==> config.mk <==
export PLATFORM = sky130hd
export DESIGN_NAME = mem_access
export DESIGN_NICKNAME = d
export VERILOG_FILES = /design/src/rtl/mem_access.sv
export SDC_FILE = /design/constraint.sdc
export NUM_CORES = 1
export LEC_CHECK = 0
export BUFFER_PORTS_ARGS = -buffer_cell sky130_fd_sc_hd__buf_2
export CAP_MARGIN = 20
export CORE_AREA = 3 3 233 235
export DETAILED_ROUTE_END_ITERATION = 10
export DIE_AREA = 0 0 236 238
export PLACE_DENSITY = 0.63
export SLEW_MARGIN = 40
export SYNTH_ARGS = -nofsm -noshare
export SYNTH_HDL_FRONTEND = slang
export SYNTH_SLANG_ARGS = --single-unit
==> constraint.sdc <==
create_clock -name clk -period 2.6 [get_ports clk]
set_input_delay 0.39 -clock clk [delete_from_list [all_inputs] [get_ports clk]]
set_output_delay 0.39 -clock clk [all_outputs]
set_load 0.01 [all_outputs]
==> src/rtl/mem_access.sv <==
`default_nettype none
// ============================================================================
//  Module   : mem_access
//  Purpose  : Memory-access stage of the 5-stage pipeline. Sits between the
//             ex_mem and mem_wb pipeline registers. Loads/stores become
//             req/ack transactions on the data-memory port. Load data is
//             lane-aligned and sign/zero-extended. The pipeline is stalled
//             while a transaction is outstanding.
//  Ports    :
//    clk, rst (async, active-low)
//    flush_i, downstream_stall_i            : pipeline control
//    pc_i, inst_data_i, rd_addr_i           : pass-through to mem_wb
//    alu_data_i, store_data_i               : address / store operand
//    load_valid_i, store_valid_i,
//    mem_size_i, mem_unsigned_i             : operation decode
//    mem_req_o, mem_we_o, mem_addr_o,
//    mem_wdata_o, mem_wstrb_o,
//    mem_ack_i, mem_rdata_i                 : data-memory port
//    stall_req_o, misalign_o,
//    misalign_store_o                       : to controller / trap unit
//    pc_o, inst_data_o, rd_addr_o,
//    mem_data_o                             : to mem_wb
//  Revision : 1.0 - initial release
// ============================================================================
module mem_access #(
   parameter int XLEN          = 64,
   parameter int REG_ADDRWIDTH = 5
) (
   input  logic                     clk,
   input  logic                     rst,
   input  logic                     flush_i,
   input  logic                     downstream_stall_i,
   input  logic [XLEN-1:0]          pc_i,
   input  logic [31:0]              inst_data_i,
   input  logic [REG_ADDRWIDTH-1:0] rd_addr_i,
   input  logic [XLEN-1:0]          alu_data_i,
   input  logic [XLEN-1:0]          store_data_i,
   input  logic                     load_valid_i,
   input  logic                     store_valid_i,
   input  logic [1:0]               mem_size_i,
   input  logic                     mem_unsigned_i,
   output logic                     mem_req_o,
   output logic                     mem_we_o,
   output logic [XLEN-1:0]          mem_addr_o,
   output logic [XLEN-1:0]          mem_wdata_o,
   output logic [7:0]               mem_wstrb_o,
   input  logic                     mem_ack_i,
   input  logic [XLEN-1:0]          mem_rdata_i,
   output logic                     stall_req_o,
   output logic                     misalign_o,
   output logic                     misalign_store_o,
   output logic [XLEN-1:0]          pc_o,
   output logic [31:0]              inst_data_o,
   output logic [REG_ADDRWIDTH-1:0] rd_addr_o,
   output logic [XLEN-1:0]          mem_data_o
);

   localparam logic [31:0] c_NOP = 32'h0000_0013;

   typedef enum logic [1:0] {
      S_IDLE  = 2'd0,
      S_WAIT  = 2'd1,
      S_DONE  = 2'd2,
      S_DRAIN = 2'd3
   } state_t;

   state_t                   r_state;
   state_t                   w_state_nx;
   logic                     r_req;
   logic                     r_we;
   logic [XLEN-1:0]          r_addr;     // full effective address; low bits give lane offset
   logic [XLEN-1:0]          r_wdata;
   logic [7:0]               r_wstrb;
   logic [1:0]               r_size;
   logic                     r_uns;
   logic [XLEN-1:0]          r_pc;
   logic [31:0]              r_inst;
   logic [REG_ADDRWIDTH-1:0] r_rd;
   logic [XLEN-1:0]          r_data;

   logic                     w_mem_op;
   logic                     w_misaligned;
   logic                     w_issue;
   logic [7:0]               w_strb_base;
   logic [XLEN-1:0]          w_raw;
   logic [XLEN-1:0]          w_ld_fmt;

   assign w_mem_op = load_valid_i | store_valid_i;

   // Operand decode for a new access
   always_comb begin
      w_misaligned = 1'b0;
      w_strb_base  = 8'h01;
      case (mem_size_i)
         2'd0: begin w_misaligned = 1'b0;                       w_strb_base = 8'h01; end
         2'd1: begin w_misaligned = alu_data_i[0];              w_strb_base = 8'h03; end
         2'd2: begin w_misaligned = (alu_data_i[1:0] != 2'b00); w_strb_base = 8'h0F; end
         default: begin w_misaligned = (alu_data_i[2:0] != 3'b000); w_strb_base = 8'hFF; end
      endcase
   end

   // Load formatting uses the registered offset/size, since ex_mem may
   // already hold a different instruction by the time the ack arrives.
   always_comb begin
      w_raw    = mem_rdata_i >> {r_addr[2:0], 3'b000};
      w_ld_fmt = w_raw;
      case (r_size)
         2'd0: w_ld_fmt = {{(XLEN-8){~r_uns & w_raw[7]}},   w_raw[7:0]};
         2'd1: w_ld_fmt = {{(XLEN-16){~r_uns & w_raw[15]}}, w_raw[15:0]};
         2'd2: w_ld_fmt = {{(XLEN-32){~r_uns & w_raw[31]}}, w_raw[31:0]};
         default: w_ld_fmt = w_raw;
      endcase
   end

   // Next state and stage outputs
   always_comb begin
      w_state_nx       = r_state;
      w_issue          = 1'b0;
      stall_req_o      = 1'b0;
      misalign_o       = 1'b0;
      misalign_store_o = 1'b0;
      pc_o             = pc_i;
      inst_data_o      = inst_data_i;
      rd_addr_o        = flush_i ? '0 : rd_addr_i;
      mem_data_o       = alu_data_i;
      case (r_state)
         S_IDLE: begin
            if (w_mem_op) begin
               if (w_misaligned) begin
                  misalign_o       = 1'b1;
                  misalign_store_o = store_valid_i;
               end else if (!flush_i) begin
                  stall_req_o = 1'b1;
                  w_issue     = 1'b1;
                  w_state_nx  = S_WAIT;
               end
            end
         end
         S_WAIT: begin
            // Bubble towards mem_wb until the result is captured
            rd_addr_o = '0;
            if (flush_i) begin
               w_state_nx = mem_ack_i ? S_IDLE : S_DRAIN;
            end else begin
               stall_req_o = 1'b1;
               if (mem_ack_i) begin
                  w_state_nx = S_DONE;
               end
            end
         end
         S_DONE: begin
            pc_o        = r_pc;
            inst_data_o = r_inst;
            rd_addr_o   = flush_i ? '0 : r_rd;
            mem_data_o  = r_data;
            if (flush_i || !downstream_stall_i) begin
               w_state_nx = S_IDLE;
            end
         end
         default: begin
            // DRAIN: the flushed request is still on the bus. Non-memory
            // work passes straight through; a new memory op must wait.
            if (w_mem_op) begin
               stall_req_o = 1'b1;
               rd_addr_o   = '0;
            end
            if (mem_ack_i) begin
               w_state_nx = S_IDLE;
            end
         end
      endcase
   end

   always_ff @(posedge clk or negedge rst) begin
      if (!rst) begin
         r_state <= S_IDLE;
         r_req   <= 1'b0;
         r_we    <= 1'b0;
         r_addr  <= '0;
         r_wdata <= '0;
         r_wstrb <= '0;
         r_size  <= '0;
         r_uns   <= 1'b0;
         r_pc    <= '0;
         r_inst  <= c_NOP;
         r_rd    <= '0;
         r_data  <= '0;
      end else begin
         r_state <= w_state_nx;
         if (w_issue) begin
            r_req   <= 1'b1;
            r_we    <= store_valid_i;
            r_addr  <= alu_data_i;
            r_wdata <= store_data_i << {alu_data_i[2:0], 3'b000};
            r_wstrb <= w_strb_base << alu_data_i[2:0];
            r_size  <= mem_size_i;
            r_uns   <= mem_unsigned_i;
            r_pc    <= pc_i;
            r_inst  <= inst_data_i;
            r_rd    <= rd_addr_i;
         end else if (r_req && mem_ack_i) begin
            r_req <= 1'b0;
         end
         if ((r_state == S_WAIT) && mem_ack_i && !flush_i) begin
            r_data <= r_we ? r_addr : w_ld_fmt;
         end
      end
   end

   assign mem_req_o   = r_req;
   assign mem_we_o    = r_we;
   assign mem_addr_o  = {r_addr[XLEN-1:3], 3'b000};
   assign mem_wdata_o = r_wdata;
   assign mem_wstrb_o = r_wstrb;

endmodule
`default_nettype wire

==> metrics.yaml, run 1 <==
finish:
  instances_no_fill: 2876
  syn2layout_area_growth_pct: 26.4
  nNetsFinal: 2456
  drive_gt1_share_pct: 52.8
yosys:
  synth_top_cell_area_share_pct: 42.2
  synth_top_cells_by_count: "mux2_2 (360), dfrtp_1 (305), nand2_1 (155)"
  syn_inst: 1639
  avgSynthCellArea_um2: 11.0
  ys.flop_type: "dfrtp_1"
  ys_seq_area_share_pct: 42.7
  syn-cell-area_mm2: 0.0181
  async_reset_ff_share_pct: 100
  synth-seq-cells: 308
  synth_cell_types: 53
  yosysWarnings: 0
  yosysTopAreaCell: "dfrtp_1"
  synth_top_cells_by_area: "dfrtp_1 (42%), mux2_2 (22%), mux2i_1 (4.4%), mux4_2 (4.1%), nand2_1 (3.2%)"
  synth_edf_count: 0
  synth.most_common_cell: "mux2_2"
worst_setup_path:
  crit_type: "flop to primary output"
  cp_slowest_stage_delay_ns: 0.45
  cp_cell_sequence: "nor2b_4 > buf_12 > buf_4 > mux2_2 > buf_2"
  arrival_ns: 2.11
  critPathLaunch: "r_state[0]$_DFFE_PN0P_"
  r2r_start: "r_addr[0]$_DFFE_PN0P_"
  rr_endpoint: "r_data[9]$_DFFE_PN0P_"
  cpMaxStageDelayCell: "dfrtp_2"
  cp.required_ns: 2.21
  reg2reg_depth: 6
  worst_setup_path_start_kind: "flop"
  critPathTopFamily: "buffers and inverters"
  worstSetupEndpointType: "primary output"
  r2r_slack_ns: 0.16
  critPathBufInv: 3
  path_max_fanout: 15
floorplan:
  initial_core_util_pct: 34.5
  rows: 84
  io_pins: 609
  die_area_mm2: 0.0562
  die_w_um: 236
  die_h_um: 238
  coreArea_mm2: 0.0524
timing:
  relSlewSlack_pct: 44.9
  fin_tns_setup_ns: 0
  slew_violations: 0
  maxClockFrequency_mhz: 400
  finClkSkew_ns: 0.0241
  post-route-min-period_ns: 2.50
  finalHoldViolCount: 0
  rsz0062_at_grt: "no"
  timing.final.crit_share_pct: 96.2
  tightest_slew_ns: 0.825
  final-setup-viol-count: 0
routing:
  avgViaCountPerCell: 5.40
  drtAntennaViolNets: 0
  avgRoutedWirePerCell_um: 23.5
  vias: 15500
  drtIter0Drc: 1218
  routed_wl_mm: 67.6
  drtPass1Iterations: 6
  post-route-drc-count: 0
placed_design:
  place_inst: 2795
  port-buffer-count: 605
  hpwl_mm: 51.4
  gp_congestion: 0.943
worst_hold_path:
  holdCritStartpoint: "alu_data_i[43]"
  min_path_cells: 2
  hp-class: "input pin to flop"
  holdPathEnd: "r_addr[43]$_DFFE_PN0P_"
grt:
  grt_start_max_net_pins: 93
  grt_pass1_wl_mm: 99.9
  antenna_found_initial: 11
  first_global_vias: 15900
  overflow: 0
  grt_usage_pct: 23.0
clocking:
  cts-root-buf: "clkbuf_16"
  cts.path.max_buffers: 3
  htreeDepth: 2
  clock_latency_ns: 0.55
  cts_tree: "built"
  path_clk_slew_ns: 0.06
  cts_inserted_buffers: 39
  clock_sinks: 308
run:
  maxCapViolCount: 0
run_status:
  status: "completed"
power:
  combPwrFrac_pct: 35.3
  switching_share_pct: 35.3
  ir_drop_v: 0.000440
  p_seq_share_pct: 37.7
  powerDensity_mw_per_mm2: 905
  p_leak_nw: 10.5
  switchingPower_mw: 7.29
  internal-power_mw: 13.4
  clock_power_share_pct: 27.0
## power by group through the flow
stage | clock network [mW] | logic (mW) | registers [mW]
global route | 5.91 | 7.90 | 7.97
detailed placement | 0 | 7.27 | 7.82
CTS | 5.70 | 7.33 | 7.78
floorplan | 0 | 4.90 | 7.42
finish | 5.57 | 7.30 | 7.80
global placement | 0 | 7.11 | 7.80
## cells in the final DEF, fill, tap and decap left out, types with 4 or more instances in the layout
| cell | netlist | layout |
|---|---|---|
| buf_2 | 38 | 602 |
| mux2_2 | 360 | 360 |
| dfrtp_1 | 305 | 301 |
| nand2_1 | 155 | 155 |
| o21ai_0 | 115 | 115 |
| mux2i_1 | 80 | 80 |
| a21oi_1 | 75 | 75 |
| nor2_1 | 55 | 55 |
| buf_4 | 66 | 55 |
| or3_1 | 51 | 50 |
| clkbuf_16 | 0 | 39 |
| mux4_2 | 33 | 33 |
| a211oi_1 | 24 | 24 |
| nor2b_1 | 23 | 22 |
| a22oi_1 | 19 | 19 |
| a31oi_1 | 16 | 16 |
| o2bb2ai_1 | 12 | 12 |
| buf_12 | 0 | 12 |
| nand3_1 | 10 | 10 |
| o31ai_2 | 9 | 9 |
| o21ai_1 | 9 | 9 |
| a21o_1 | 8 | 8 |
| nand4_1 | 8 | 8 |
| clkbuf_1 | 68 | 8 |
| diode_2 | 0 | 7 |
| o21a_1 | 7 | 7 |
| clkinv_2 | 0 | 7 |
| nor3b_1 | 5 | 5 |
| o211ai_1 | 5 | 5 |
| bufinv_16 | 0 | 5 |
| clkbuf_8 | 0 | 5 |
| inv_1 | 5 | 4 |
| o22a_1 | 4 | 4 |
| o31ai_1 | 4 | 4 |
| a32oi_1 | 4 | 4 |
| dfrtp_2 | 0 | 4 |
## routing by layer
layer / GRT usage (%) / part of all wire (%) / vias up / wire [um]
met3: 5.65 / 8.0 / 153 / 5370
met2: 38.8 / 48 / 751 / 32700
met5: 0 / 0.036 / - / 24
li1: - / - / 6931 / -
met4: 10.4 / 4.6 / 4 / 3080
met1: 28.0 / 39 / 7680 / 26300
## sequential cells by signal, indices dropped and copies added, names as in the netlist
name and cells:
mem_we_o 1, r_inst 32, r_rd 5, r_data 64, mem_req_o 1, r_uns 1
r_pc 64, mem_wstrb_o 8, r_size 2, r_addr 64, r_state 2, mem_wdata_o 64
## final cells by class
cell class                 count  area, um^2
sequential                   308        7720
multi-input combinational   1124        9170
antenna                        7        17.5
timing repair buffer         674        3750
fill                        5035       29600
tap                          688         861
clock buffer                  52        1070
inverter                       6        22.5
clock inverter                17         226
## repair_timing
action                                 in CTS  in global routing
gates cloned                                1                  0
endpoints found under the hold margin      52                  0
resized for setup                           3                  1
hold buffers                                1                  0
setup endpoints to repair                 135                  1
buffers inserted                            3                  0
## how the worst max path moves through the flow
stage	to	slack, ns	cells after the start
after floorplan	pc_o[15]	0.25	6
after global placement	r_addr[36]$_DFFE_PN0P_	0.26	6
after detailed placement	r_addr[34]$_DFFE_PN0P_	0.20	6
after CTS	inst_data_o[2]	0.04	5
after global routing	inst_data_o[2]	0.01	5
final	inst_data_o[2]	0.1	5
## worst reg2reg max path: stages (launching register included)
cell	delay [ns]
dfrtp_2	0.44
buf_4	0.40
nor2b_1	0.73
o2bb2ai_1	0.34
mux2_2	0.26
nand2_1	0.07
nand4_1	0.10
## stage by stage
| stage | power [mW] | cell area (um^2) | utilization [%] | setup WS, ns | hold slack, ns |
|---|---|---|---|---|---|
| 2_1_floorplan | 12.3 | 18100 | - | 0.254 | 0.0944 |
| 3_3_place_gp | 14.9 | 21400 | 40.9 | 0.258 | 0.372 |
| 3_5_place_dp | 15.1 | 21400 | 40.9 | 0.202 | 0.363 |
| 4_1_cts | 20.8 | 22800 | 43.5 | 0.0391 | 0.0433 |
| 5_1_grt | 21.8 | 22800 | 43.5 | 0.0144 | 0.0691 |
| 6_report | 20.7 | 22800 | 43.5 | 0.0985 | 0.0848 |
## kinds of logic (layout without fill, tap and decap cells)
| family | Yosys count | in the layout | share of synthesized area (%) |
|---|---|---|---|
| DFF | 308 | 308 | 42.7 |
| AOI/OAI and AO/OA | 322 | 322 | 11.1 |
| muxes | 473 | 473 | 31.0 |
| and+or+nand+nor | 326 | 326 | 8.39 |
| buffers and inverters | 209 | 749 | 6.85 |
| other | 1 | 10 | 0.0208 |
(Power assumes the default switching activity.)
==> inputs of run 2 (changes only) <==
--- a/config.mk
+++ b/config.mk
@@ -8,6 +8,7 @@
 export BUFFER_PORTS_ARGS = -buffer_cell sky130_fd_sc_hd__buf_2
 export CAP_MARGIN = 20
 export CORE_AREA = 3 3 233 235
+export CTS_BUF_LIST = sky130_fd_sc_hd__clkbuf_4 sky130_fd_sc_hd__clkbuf_8
 export DETAILED_ROUTE_END_ITERATION = 10
 export DIE_AREA = 0 0 236 238
 export PLACE_DENSITY = 0.63
==> metrics.yaml, run 2 (synthesis results as in run 1) <==
run_status:
  status: "completed"
clocking:
  cts_inserted_buffers: 56
  clock_sinks: 308
  cts_tree: "built"
  path_clk_slew_ns: 0.06
  cts-root-buf: "clkbuf_8"
  cts.path.max_buffers: 3
  clock_latency_ns: 0.64
  htreeDepth: 2
placed_design:
  gp_congestion: 0.943
  port-buffer-count: 605
  place_inst: 2795
  hpwl_mm: 51.4
power:
  powerDensity_mw_per_mm2: 839
  p_total_mw: 20.5
  p_leak_nw: 11.2
  ir_drop_v: 0.000439
grt:
  overflow: 0
  first_global_vias: 17100
  grt_start_max_net_pins: 93
  antenna_found_initial: 9
  grt_usage_pct: 23.9
  grt_pass1_wl_mm: 104
routing:
  avgViaCountPerCell: 5.32
  drtPass1Iterations: 5
  routed_wl_mm: 70.2
  drtAntennaViolNets: 0
  avgRoutedWirePerCell_um: 22.9
  vias: 16300
  drtIter0Drc: 1251
  post-route-drc-count: 0
finish:
  nNetsFinal: 2631
  num-fill-cells: 4841
  instances_no_fill: 3065
  syn2layout_area_growth_pct: 35.0
  final_common_cell: "buf_2"
  final_cell_mix: "buf_2 (602), mux2_2 (360), dfrtp_1 (301), nand2_1 (155), dlygate4sd3_1 (155)"
  drive_gt1_share_pct: 50.4
timing:
  final-setup-viol-count: 0
  slew_violations: 0
  post-route-min-period_ns: 2.49
  rsz0062_at_grt: "yes"
  maxClockFrequency_mhz: 402
  fin_tns_setup_ns: 0
  relSlewSlack_pct: 41.7
  finalHoldViolCount: 0
  tightest_slew_ns: 0.873
  timing.final.crit_share_pct: 95.7
  finClkSkew_ns: 0.0611
  whs_ns: 0.0638
worst_setup_path:
  critPathLaunch: "r_state[0]$_DFFE_PN0P_"
  worst_setup_path_start_kind: "flop"
  r2r_slack_ns: 0.13
  cp_num_cells: 5
  rr_endpoint: "r_data[9]$_DFFE_PN0P_"
  crit_type: "flop to primary output"
  cp_cell_sequence: "nor2b_4 > buf_4 > clkbuf_16 > mux2_2 > buf_2"
  cp_slowest_stage_delay_ns: 0.42
  path_max_fanout: 19
  critPathBufInv: 3
  reg2reg_depth: 6
  endpoint: "mem_data_o[50]"
  critPathTopFamily: "buffers and inverters"
  arrival_ns: 2.10
  r2r_start: "r_addr[0]$_DFFE_PN0P_"
  cpMaxStageDelayCell: "dfrtp_2"
  cp.required_ns: 2.21
  worstSetupEndpointType: "primary output"
floorplan:
  die_w_um: 236
  die_h_um: 238
  die_area_mm2: 0.0562
  rows: 84
  io_pins: 609
  initial_core_util_pct: 34.5
  coreArea_mm2: 0.0524
run:
  maxCapViolCount: 0
worst_hold_path:
  hp-class: "input pin to flop"
  holdCritStartpoint: "pc_i[41]"
[run 2: metrics by stage]
step,instance area [um^2],setup slack (ns),util (%)
final,24400,0.112,46.5
after global routing,24400,-0.00558,46.5
after CTS,24300,0.0298,46.4
after detailed placement,21400,0.202,40.9
after global placement,21400,0.258,40.9
after floorplan,18100,0.254,-
[run 2: final cells by class]
type / instances / area (um^2) / share of cell area, %
tap: 688 / 861 / 3.53
multi-input combinational: 1124 / 9170 / 37.6
inverter: 6 / 22.5 / 0.0923
clock buffer: 96 / 1210 / 4.95
sequential: 308 / 7720 / 31.6
clock inverter: 4 / 47.5 / 0.195
antenna: 7 / 17.5 / 0.0718
timing repair buffer: 832 / 5350 / 21.9
[run 2: timing repair]
item	CTS	global route
setup endpoints to repair	159	3
gates resized for setup	7	0
buffers inserted	6	0
endpoints found under the hold margin	205	1
hold buffers	154	1
pin swaps	0	0
gates cloned	1	1
[run 2: worst reg2reg max path, cell delays in order, from the launching register on]
cell	delay [ns]
dfrtp_2	0.44
buf_4	0.41
nor2b_1	0.77
o2bb2ai_1	0.32
mux2_2	0.25
nand2_1	0.07
nand4_1	0.10
[run 2: where the power goes]
group / switching [mW] / leakage, nW / internal [mW]
combinational: 3.95 / 6.77 / 3.59
clock: 2.12 / 0.666 / 2.99
sequential: 1.25 / 3.73 / 6.56
[run 2: how the worst min path moves through the flow]
stage / endpoint / cells past startpoint
final: r_pc[41]$_DFFE_PN0P_ / 2
after CTS: r_pc[32]$_DFFE_PN0P_ / 2
after global placement: mem_wdata_o[54]$_DFFE_PN0P_ / 1
after detailed placement: mem_wdata_o[54]$_DFFE_PN0P_ / 1
after global routing: r_pc[41]$_DFFE_PN0P_ / 2
after floorplan: mem_req_o$_DFFE_PN0P_ / 0
[run 2: per-layer routing]
layer	wire length (um)	track usage, %	up-vias
met5	36	0	-
met4	3450	10.9	6
met3	5240	6.13	165
met2	34300	40.8	719
met1	27200	28.5	8125
li1	-	-	7281
